[src/rtl/load_store_unit.sv]
// Memory-stage load/store unit: turns an M-stage load/store into a word-aligned
// request/ready bus transaction, stalls the pipeline until it completes, and formats load data.
module load_store_unit #(
    parameter int ADDRESS_WIDTH = 32,
    parameter int DATA_WIDTH    = 32,
    parameter int MAX_WAIT      = 15
) (
    input  logic                     clk_i,
    input  logic                     rst_i,
    input  logic                     mem_readM_i,
    input  logic                     mem_writeM_i,
    input  logic [2:0]               funct3M_i,
    input  logic [ADDRESS_WIDTH-1:0] alu_resultM_i,
    input  logic [DATA_WIDTH-1:0]    write_dataM_i,
    output logic [DATA_WIDTH-1:0]    read_dataM_o,
    output logic                     stall_o,
    output logic                     fault_o,
    output logic                     mem_req_o,
    output logic                     mem_we_o,
    output logic [ADDRESS_WIDTH-1:0] mem_addr_o,
    output logic [DATA_WIDTH-1:0]    mem_wdata_o,
    output logic [3:0]               mem_be_o,
    input  logic [DATA_WIDTH-1:0]    mem_rdata_i,
    input  logic                     mem_ready_i
);

    localparam logic [1:0] S_IDLE = 2'd0;
    localparam logic [1:0] S_REQ  = 2'd1;
    localparam logic [1:0] S_DONE = 2'd2;

    localparam int            CW       = (MAX_WAIT < 2) ? 1 : $clog2(MAX_WAIT);
    localparam logic [CW-1:0] CNT_LAST = CW'(MAX_WAIT - 1);

    logic [1:0]               r_state;
    logic [CW-1:0]            r_cnt;
    logic [2:0]               r_funct3;
    logic [1:0]               r_off;
    logic                     r_req;
    logic                     r_we;
    logic                     r_fault;
    logic [ADDRESS_WIDTH-1:0] r_addr;
    logic [DATA_WIDTH-1:0]    r_wdata;
    logic [3:0]               r_be;
    logic [DATA_WIDTH-1:0]    r_read;

    logic                  w_access;
    logic                  w_f3_ok;
    logic                  w_align_ok;
    logic                  w_valid;
    logic                  w_illegal;
    logic [1:0]            w_a_lo;
    logic [3:0]            w_be;
    logic [DATA_WIDTH-1:0] w_wdata;
    logic [DATA_WIDTH-1:0] w_shifted;
    logic [DATA_WIDTH-1:0] w_load;

    assign w_a_lo   = alu_resultM_i[1:0];
    assign w_access = mem_readM_i | mem_writeM_i;

    // Access legality: direction, funct3 encoding and natural alignment.
    always_comb begin
        w_f3_ok = 1'b0;
        if (mem_readM_i) begin
            case (funct3M_i)
                3'b000, 3'b001, 3'b010, 3'b100, 3'b101: w_f3_ok = 1'b1;
                default:                                w_f3_ok = 1'b0;
            endcase
        end else if (mem_writeM_i) begin
            case (funct3M_i)
                3'b000, 3'b001, 3'b010: w_f3_ok = 1'b1;
                default:                w_f3_ok = 1'b0;
            endcase
        end
        case (funct3M_i[1:0])
            2'b00:   w_align_ok = 1'b1;
            2'b01:   w_align_ok = ~w_a_lo[0];
            2'b10:   w_align_ok = (w_a_lo == 2'b00);
            default: w_align_ok = 1'b0;
        endcase
    end

    assign w_valid   = (mem_readM_i ^ mem_writeM_i) & w_f3_ok & w_align_ok;
    assign w_illegal = w_access & ~w_valid;

    always_comb begin
        w_be    = 4'b0000;
        w_wdata = write_dataM_i;
        case (funct3M_i[1:0])
            2'b00: begin
                w_be    = 4'b0001 << w_a_lo;
                w_wdata = {4{write_dataM_i[7:0]}};
            end
            2'b01: begin
                w_be    = w_a_lo[1] ? 4'b1100 : 4'b0011;
                w_wdata = {2{write_dataM_i[15:0]}};
            end
            default: begin
                w_be    = 4'b1111;
                w_wdata = write_dataM_i;
            end
        endcase
    end

    assign w_shifted = mem_rdata_i >> {r_off, 3'b000};

    always_comb begin
        case (r_funct3)
            3'b000:  w_load = {{24{w_shifted[7]}}, w_shifted[7:0]};
            3'b100:  w_load = {24'h000000, w_shifted[7:0]};
            3'b001:  w_load = {{16{w_shifted[15]}}, w_shifted[15:0]};
            3'b101:  w_load = {16'h0000, w_shifted[15:0]};
            default: w_load = w_shifted;
        endcase
    end

    always_ff @(posedge clk_i or posedge rst_i) begin
        if (rst_i) begin
            r_state  <= S_IDLE;
            r_cnt    <= '0;
            r_funct3 <= '0;
            r_off    <= '0;
            r_req    <= 1'b0;
            r_we     <= 1'b0;
            r_fault  <= 1'b0;
            r_addr   <= '0;
            r_wdata  <= '0;
            r_be     <= '0;
            r_read   <= '0;
        end else begin
            r_fault <= 1'b0;
            case (r_state)
                S_IDLE: begin
                    if (w_valid) begin
                        r_addr   <= {alu_resultM_i[ADDRESS_WIDTH-1:2], 2'b00};
                        r_we     <= mem_writeM_i;
                        r_be     <= mem_writeM_i ? w_be : 4'b0000;
                        r_wdata  <= w_wdata;
                        r_funct3 <= funct3M_i;
                        r_off    <= w_a_lo;
                        r_cnt    <= '0;
                        r_req    <= 1'b1;
                        r_state  <= S_REQ;
                    end else if (w_illegal) begin
                        r_fault <= 1'b1;
                    end
                end
                S_REQ: begin
                    if (mem_ready_i) begin
                        if (!r_we) r_read <= w_load;
                        r_req   <= 1'b0;
                        r_state <= S_DONE;
                    end else if (r_cnt == CNT_LAST) begin
                        // Timed-out load returns zero rather than stale data.
                        if (!r_we) r_read <= '0;
                        r_req   <= 1'b0;
                        r_fault <= 1'b1;
                        r_state <= S_DONE;
                    end else begin
                        r_cnt <= r_cnt + 1'b1;
                    end
                end
                S_DONE:  r_state <= S_IDLE;
                default: r_state <= S_IDLE;
            endcase
        end
    end

    // Reset is folded in so the stall drops the instant reset is applied.
    assign stall_o = ~rst_i & (((r_state == S_IDLE) & w_valid) | (r_state == S_REQ));

    assign read_dataM_o = r_read;
    assign fault_o      = r_fault;
    assign mem_req_o    = r_req;
    assign mem_we_o     = r_we;
    assign mem_addr_o   = r_addr;
    assign mem_wdata_o  = r_wdata;
    assign mem_be_o     = r_be;

endmodule

[config.mk]
export PLATFORM = sky130hd
export DESIGN_NAME = load_store_unit
export DESIGN_NICKNAME = d
export VERILOG_FILES = /design/src/rtl/load_store_unit.sv
export SDC_FILE = /design/constraint.sdc
export NUM_CORES = 1
export LEC_CHECK = 0
export CAP_MARGIN = 40
export CORE_MARGIN = 3
export CORE_UTILIZATION = 44
export CTS_CLUSTER_SIZE = 25
export DETAILED_ROUTE_END_ITERATION = 7
export PLACE_DENSITY = 0.81
export SLEW_MARGIN = 20
export SYNTH_ARGS = -nofsm -noshare
export SYNTH_HDL_FRONTEND = slang
export SYNTH_SLANG_ARGS = --single-unit
export TNS_END_PERCENT = 20
[constraint.sdc]
create_clock -name clk_i -period 5.1 [get_ports clk_i]
set_input_delay 1.02 -clock clk_i [delete_from_list [all_inputs] [get_ports clk_i]]
set_output_delay 1.02 -clock clk_i [all_outputs]
set_load 0.02 [all_outputs]
; Word level (Yosys, flattened, before mapping)
; Index checks and enable logic that the tools add are counted.
[word_totals]
latchBits = 0
ram_bits = 0
mem_bits_ro = 0
mem_count = 0
input_bits = 104
word_cells = 86
regBits = 112
[op_classes]
shifts = 2
n_reduce_logical = 14
eq_ne = 15
addsub = 1
order_cmp = 0
div = 0
mux = 31
n_bitwise = 12
mul = 0
[ops]
columns = op, n
row1 = 32-bit two-way mux, 4
row2 = 32-bit one-hot mux with 4 select lines, 1
row3 = 32-bit one-hot mux with 2 select lines, 1
row4 = 32-bit by 5-bit >> shifter with 32-bit output, 1
row5 = 4-bit two-way mux, 5
row6 = 4-bit one-hot mux with 2 select lines, 2
row7 = 3-bit equality test (second input constant), 4
row8 = 1-bit two-way mux, 11
row9 = 3-bit by 1-bit equality test with 1-bit output (second input constant), 2
row10 = 2-bit zero test, 3
row11 = 3-bit zero test, 2
row12 = 2-bit two-way mux, 3
row13 = 2-bit inequality test (second input constant), 3
row14 = 3-bit AND reduction, 2
row15 = 1-bit bitwise AND, 5
row16 = 5-bit OR reduction, 1
row17 = 4-bit by 1-bit adder with 4-bit output (second input constant), 1
row18 = 2-bit by 1-bit equality test with 1-bit output (second input constant), 2
row19 = 4-bit equality test (second input constant), 1
row20 = 1-bit inverter, 4
row21 = 1-bit one-hot mux with 2 select lines, 2
row22 = 2-bit one-hot mux with 2 select lines, 1
row23 = 2-bit AND reduction, 2
row24 = 4-bit AND reduction, 1
row25 = other kinds (9), 11

; Depth between registers and ports, before layout
; Gate-level depths: netlist of run 1.
[depth]
depth_word = 12
depth_mapped = 8
mapped_depth_nobuf = 6

; Least setup slack after synthesis of run 1
; Ideal clock, no wire load.
[synth_path]
path_kind = input to output
startpoint = in mem_writeM_i
endpoint = out stall_o
t_required_ns = 4.080
path_slack_ns = 1.566
t_arrival_ns = 2.514
cell_stages = 7
path_cell_list = inv_1 -> ha_1 -> nor3b_1 -> o221ai_1 -> buf_2 -> clkbuf_1 -> a21oi_1
[synth_between]
elab_chain_cells = 7
[synth_rtl]
columns = element, line
row1 = "start, declared", 11  ; input logic mem_writeM_i,
row2 = 1-bit two-way mux, 68  ; end else if (mem_writeM_i) begin
row3 = 1-bit two-way mux, 63  ; if (mem_readM_i) begin
row4 = 1-bit bitwise AND (*) (2 in series), 82  ; assign w_valid = (mem_readM_i ^ mem_writeM_i) & w_f3_ok & w_align_ok;
row5 = 1-bit bitwise AND (*), 169  ; assign stall_o = ~rst_i & (((r_state == S_IDLE) & w_valid) | (r_state == S_REQ));
row6 = 1-bit OR (*), 169
row7 = 1-bit bitwise AND (*), 169
row8 = "end, declared", 16  ; output logic stall_o,
; Mark *: on every way between the ends. The rest lies on a longest branch, timed or not.

; Worst setup path after layout of run 1
; Same ends and word-level chain as after synthesis.

==> results of run 1 <==
==> power breakdown <==
part / total (mW) / switching [mW] / internal [mW] / leakage [nW]
clock network: 0.709 / 0.312 / 0.397 / 0.141
registers: 1.42 / 0.204 / 1.22 / 1.39
logic: 1.81 / 0.900 / 0.911 / 1.77
==> final cells by class <==
type                            count  area (sq um)  share of cell area (%)
Tap cell                          143           179                    2.33
Inverter                            6          25.0                   0.326
Clock buffer                       14           254                    3.31
Sequential cell                   112          2800                    36.5
Multi-Input combinational cell    313          2220                    28.9
Clock inverter                      2          38.8                   0.505
Timing Repair Buffer              216          2170                    28.2
==> metrics by stage <==
step | hold WS (ns) | area, sq um
after CTS | 0.485 | 7680
after global placement | 0.462 | 7340
final | 0.481 | 7680
after detailed placement | 0.470 | 7380
after global routing | 0.507 | 7680
after floorplan | 0.432 | 5200
==> synth_stat cells (2+ instances only) <==
library cell	count	area (sq um)
o221ai_1	2	17.5
buf_6	3	33.8
nand2b_1	3	18.8
a21oi_1	27	135
ha_1	3	37.5
nand3_1	4	20.0
mux2_2	50	563
a31oi_1	2	12.5
buf_1	2	7.51
mux2i_1	40	400
buf_4	2	15.0
a221o_1	16	160
nor3_1	2	10.0
nand2_1	51	191
inv_1	6	22.5
nor2b_1	4	25.0
nand3b_1	8	60.1
dfrtp_1	112	2800
o21ai_0	60	300
nor3b_2	2	25.0
nor2_1	24	90.1
buf_2	9	45.0
clkbuf_1	19	71.3
==> registers in the layout, summed over array words and instances (netlist names) <==
register,cells
mem_wdata_o,32
read_dataM_o,32
mem_addr_o,30
mem_be_o,4
r_cnt,4
r_funct3,3
r_off,2
r_state,2
fault_o,1
mem_req_o,1
mem_we_o,1
==> critical path, cell delays in order <==
cell and delay (ns):
clkdlybuf4s50_1 0.55, inv_1 0.08, ha_1 0.28, nor3b_1 0.31, o221ai_4 0.16, a21oi_1 0.16, clkdlybuf4s50_1 0.64
==> routing by layer <==
| layer | share of wire (%) | vias up | track usage [%] |
|---|---|---|---|
| met5 | 0 | - | 0 |
| met4 | 1.3 | 0 | 6.81 |
| met3 | 10 | 13 | 7.72 |
| met2 | 49 | 182 | 37.8 |
| met1 | 39 | 2143 | 27.4 |
| li1 | - | 2038 | - |
==> kinds of logic after synthesis <==
| group | count (synthesis) | share of synthesized area (%) |
|---|---|---|
| AO/OA/AOI/OAI | 111 | 12.6 |
| adder cells (fa/ha/maj) | 3 | 0.723 |
| buffers and inverters | 41 | 3.76 |
| flip-flops | 112 | 53.9 |
| multiplexers | 92 | 19.3 |
| other | 1 | 0.0722 |
| AND/OR/NAND/NOR | 105 | 9.59 |
==> how the worst min path moves through the flow <==
stage | slack, ns | cells past startpoint | from | end
2_1_floorplan | 0.43 | 1 | r_state[1] | fault_o
3_3_place_gp | 0.46 | 2 | mem_wdata_o[14] | mem_wdata_o[14]
3_5_place_dp | 0.47 | 2 | read_dataM_o[1] | read_dataM_o[1]
4_1_cts | 0.48 | 2 | mem_wdata_o[31] | mem_wdata_o[31]
5_1_grt | 0.51 | 2 | read_dataM_o[1] | read_dataM_o[1]
6_report | 0.48 | 2 | read_dataM_o[1] | read_dataM_o[1]
==> flow_summary.toml, run 1 <==
[sta]
tightest_slew_ns = 0.775
fmax_ghz = 0.237
hold_viol = 0
slew_violations = 0
fin_tns_setup_ns = 0
rsz0062_at_grt = "false"
setup_viol = 0
slew_headroom_pct = 48.0
finalCritPeriodShare_pct = 82.7
fin_worst_skew_ns = 0.0125
fin_ws_ns = 0.882
fin_crit_ns = 4.22

[run_status]
status = "finished clean"

[worst_setup_path]
setup.worst_path.start = "mem_writeM_i"
rrSetupSlack_ns = 2.58
path_class = "in -> out"
critPathMaxFanout = 6
arrival_ns = 3.20
cp-endpoint = "stall_o"
r2r_end = "read_dataM_o[25]"
r2r_start = "r_state[1]"
cp.required_ns = 4.08
start_kind = "primary input"
crit_path_end_kind = "output port"
r2r_cells = 5

[logic_synthesis]
synth_cells = 465
synth_cell_types = 37
synth_edf_count = 0
synth_seq_cells = 112
synth_flop_cell = "dfrtp_1"
syn_area_sq_mm = 0.00519
synth_seq_area_share_pct = 53.9
yosysWarnings = 0
avgSynthCellArea_sq_um = 11.2
ys_async_sr_fraction_pct = 100

[clocking]
cts_setup_buffers = 0
ctsLongestPathBuffers = 2
worst_skew_pair.late_latency_ns = 0.35
cts_tree = "done"
clkTransAtPathRegs_ns = 0.07
root_buffer = "clkbuf_16"
cts.htree.levels = 3
post_cts_resized = 0
cts_hold_buf = 0
cts_buffers = 9
clkSinkCount = 112

[run]
drv_cap = 0

[placement]
dp_cells = 789
preCtsSetupSlack_ns = 0.872
place_hpwl_mm = 11.0
place.gp.congestion = 0.825
port_buffers = 205

[die]
core-area_sq_mm = 0.0115
ioPinCount = 208
die_w_um = 115
die_h_um = 115
row_count = 39
die-area_sq_mm = 0.0131
start_util_pct = 45.3

[final_layout]
nets = 765
fillers = 908
final_common_cell = "clkdlybuf4s50_1"
fin_util_pct = 67.0
drive_above_1_share_pct = 12.2
final_cell_mix = "205 x clkdlybuf4s50_1, 112 x dfrtp_1, 60 x o21ai_0"
synthToLayoutAreaGrowth_pct = 47.9
instances_no_fill = 806
antenna_cells = 0

[pwr]
power_density_mw_per_mm2 = 513
power_mw = 3.94
ir_drop_mv = 0.275
p_leak_nw = 3.31

[route]
viasPerCell = 5.43
firstDrtPassIters = 6
vias = 4376
drt_iter0_drc = 375
ant_nets = 0
drcViolationCount = 0
wirelength_mm = 14.7
wl_per_cell_um = 18.2

[global_route]
antenna_found_initial = 0
grt_max_degree = 63
overflow = 0
grt_use_total_pct = 22.5
grt_pass1_wl_mm = 23.4
grt_pass1_vias = 4558

[worst_hold_path]
hp-class = "reg -> reg"
No activity file was read; power rests on OpenSTA's default activity.
==> inputs of run 2 (changes only) <==
==> constraint.sdc (replaced) <==
create_clock -name clk_i -period 4.2 [get_ports clk_i]
set_input_delay 0.84 -clock clk_i [delete_from_list [all_inputs] [get_ports clk_i]]
set_output_delay 0.84 -clock clk_i [all_outputs]
set_load 0.02 [all_outputs]
==> run 2 against run 1 <==
Die area did not move; combinational power rose by 22%; power rose by 22%; sequential power rose by 23%; critical path depth did not move; global-route usage rose by 0.48 points; via count rose by 1.1%; design area rose by 0.81%; non-clock buffer count rose by 1; largest cell class unchanged; clock skew fell by 0.0033 ns.
==> flow_summary.toml, run 2 (synthesized netlist as in run 1, its figures left out) <==
[clocking]
cts_hold_buf = 0
root_buffer = "clkbuf_16"
ctsLongestPathBuffers = 2
clkTransAtPathRegs_ns = 0.07
cts.htree.levels = 3
cts_setup_buffers = 0
cts_buffers = 9
clkSinkCount = 112
cts_tree = "done"
worst_skew_pair.late_latency_ns = 0.35
post_cts_resized = 0

[final_layout]
final_cell_mix = "205 x clkdlybuf4s50_1, 112 x dfrtp_1, 60 x o21ai_0"
final_common_cell = "clkdlybuf4s50_1"
nets = 766
synthToLayoutAreaGrowth_pct = 49.1
instances_no_fill = 807
drive_above_1_share_pct = 13.0
antenna_cells = 0

[worst_hold_path]
hp-class = "reg -> reg"

[worst_setup_path]
slowest_delay_ns = 0.64
crit_path_end_kind = "output port"
arrival_ns = 3.07
slowest_stage = "clkdlybuf4s50_1"
crit_chain = "clkdlybuf4s50_1, inv_1, ha_1, nor3b_1, o221ai_4, a21oi_1, clkdlybuf4s50_1"
start_kind = "primary input"
critPathMaxFanout = 3
cp.required_ns = 3.36
path_class = "in -> out"
worst_path_most_repeated_cell = "clkdlybuf4s50_1"

[pwr]
pwr-share-seq_pct = 36.3
power_density_mw_per_mm2 = 624
comb_power_share_pct = 45.5
switchingPower_mw = 1.76
ir_drop_mv = 0.347
clock_power_share_pct = 18.2
p_int_mw = 3.08
sw_frac_of_total_pct = 36.3
p_leak_nw = 3.34

[sta]
rsz0062_at_grt = "false"
fin_worst_skew_ns = 0.00917
tightest_slew_ns = 0.701
slew_headroom_pct = 53.3
hold_viol = 0
fin_ws_ns = 0.289
fin_crit_ns = 3.91
fin_tns_setup_ns = 0
finalCritPeriodShare_pct = 93.1
fmax_ghz = 0.256
setup_viol = 0
slew_violations = 0

[global_route]
antenna_found_initial = 0
met2_usage_pct = 39.1
grt_max_degree = 74
use_met3_pct = 6.34
grt_pass1_vias = 4495
grt_use_total_pct = 23.0
busiest_layer = "met2"
overflow = 0
grt_pass1_wl_mm = 23.8
met1_usage_pct = 28.6

[route]
drcViolationCount = 0
wirelength_mm = 15.0
firstDrtPassIters = 4
wl_per_cell_um = 18.6
viasPerCell = 5.48
vias = 4426
drt_iter0_drc = 296
ant_nets = 0

[die]
core-area_sq_mm = 0.0115
die_w_um = 115
row_count = 39
start_util_pct = 45.3
die_h_um = 115
die-area_sq_mm = 0.0131
ioPinCount = 208

[placement]
dp_cells = 790
port_buffers = 205
preCtsSetupSlack_ns = 0.310
place_hpwl_mm = 11.2
place.gp.congestion = 0.809

[run_status]
status = "finished clean"

[run]
drv_cap = 0
==> run 2: cell count changes in the layout (fill, tap and decap cells not counted) <==
| cell | previous run | this run |
|---|---|---|
| clkinv_2 | 0 | 1 |
| buf_4 | 9 | 8 |
| buf_16 | 1 | 3 |
| clkinvlp_4 | 0 | 1 |
| clkbuf_1 | 4 | 0 |
| clkinv_4 | 1 | 3 |
==> run 2: worst paths after layout <==
check                           startpoint                to  slack, ns  depth (start not counted)
max in group asynchronous            rst_i  read_dataM_o[14]       2.85                          3
setup reg to reg                  r_off[0]  read_dataM_o[11]       1.82                          5
hold / removal             mem_wdata_o[21]   mem_wdata_o[21]       0.48                          2
hold reg to reg            mem_wdata_o[21]   mem_wdata_o[21]       0.48                          2
setup / recovery               mem_readM_i           stall_o       0.29                          7
min in group asynchronous            rst_i    mem_addr_o[12]       0.81                          2
==> run 2: area by class of cell <==
| type | instances | area (sq um) |
|---|---|---|
| fill | 889 | 3720 |
| sequential | 112 | 2800 |
| multi-input combinational | 313 | 2220 |
| timing repair buffer | 217 | 2210 |
| clock buffer | 10 | 239 |
| tap | 143 | 179 |
| clock inverter | 6 | 68.8 |
| inverter | 6 | 25.0 |
==> run 2: stage by stage <==
stage | hold WS, ns | total power [mW] | area (sq um) | utilization [%]
6_report | 0.481 | 4.83 | 7750 | 67.6
5_1_grt | 0.506 | 5.10 | 7750 | 67.6
4_1_cts | 0.485 | 4.87 | 7720 | 67.3
3_5_place_dp | 0.468 | 3.98 | 7410 | 64.6
3_3_place_gp | 0.462 | 3.89 | 7350 | 64.1
2_1_floorplan | 0.432 | 2.86 | 5200 | -
==> run 2: metal layers <==
| metal | vias up | share of wire [%] |
|---|---|---|
| li1 | 2038 | - |
| met1 | 2198 | 40 |
| met2 | 175 | 50 |
| met3 | 15 | 8.9 |
| met4 | 0 | 1.2 |
| met5 | - | 0 |
==> run 2: critical path, delay by kind of cell <==
family | cells | cell delay, ns
AO/OA/AOI/OAI | 2 | 0.32
adder cells (fa/ha/maj) | 1 | 0.30
buffers and inverters | 3 | 1.30
AND/OR/NAND/NOR | 1 | 0.31
==> run 2: power by group through the flow <==
| stage | registers [mW] | logic [mW] | clock network (mW) |
|---|---|---|---|
| after floorplan | 2.17 | 0.684 | 0 |
| after global placement | 1.74 | 2.14 | 0 |
| after detailed placement | 1.77 | 2.21 | 0 |
| after CTS | 1.75 | 2.22 | 0.898 |
| after global routing | 1.81 | 2.35 | 0.940 |
| final | 1.75 | 2.20 | 0.879 |
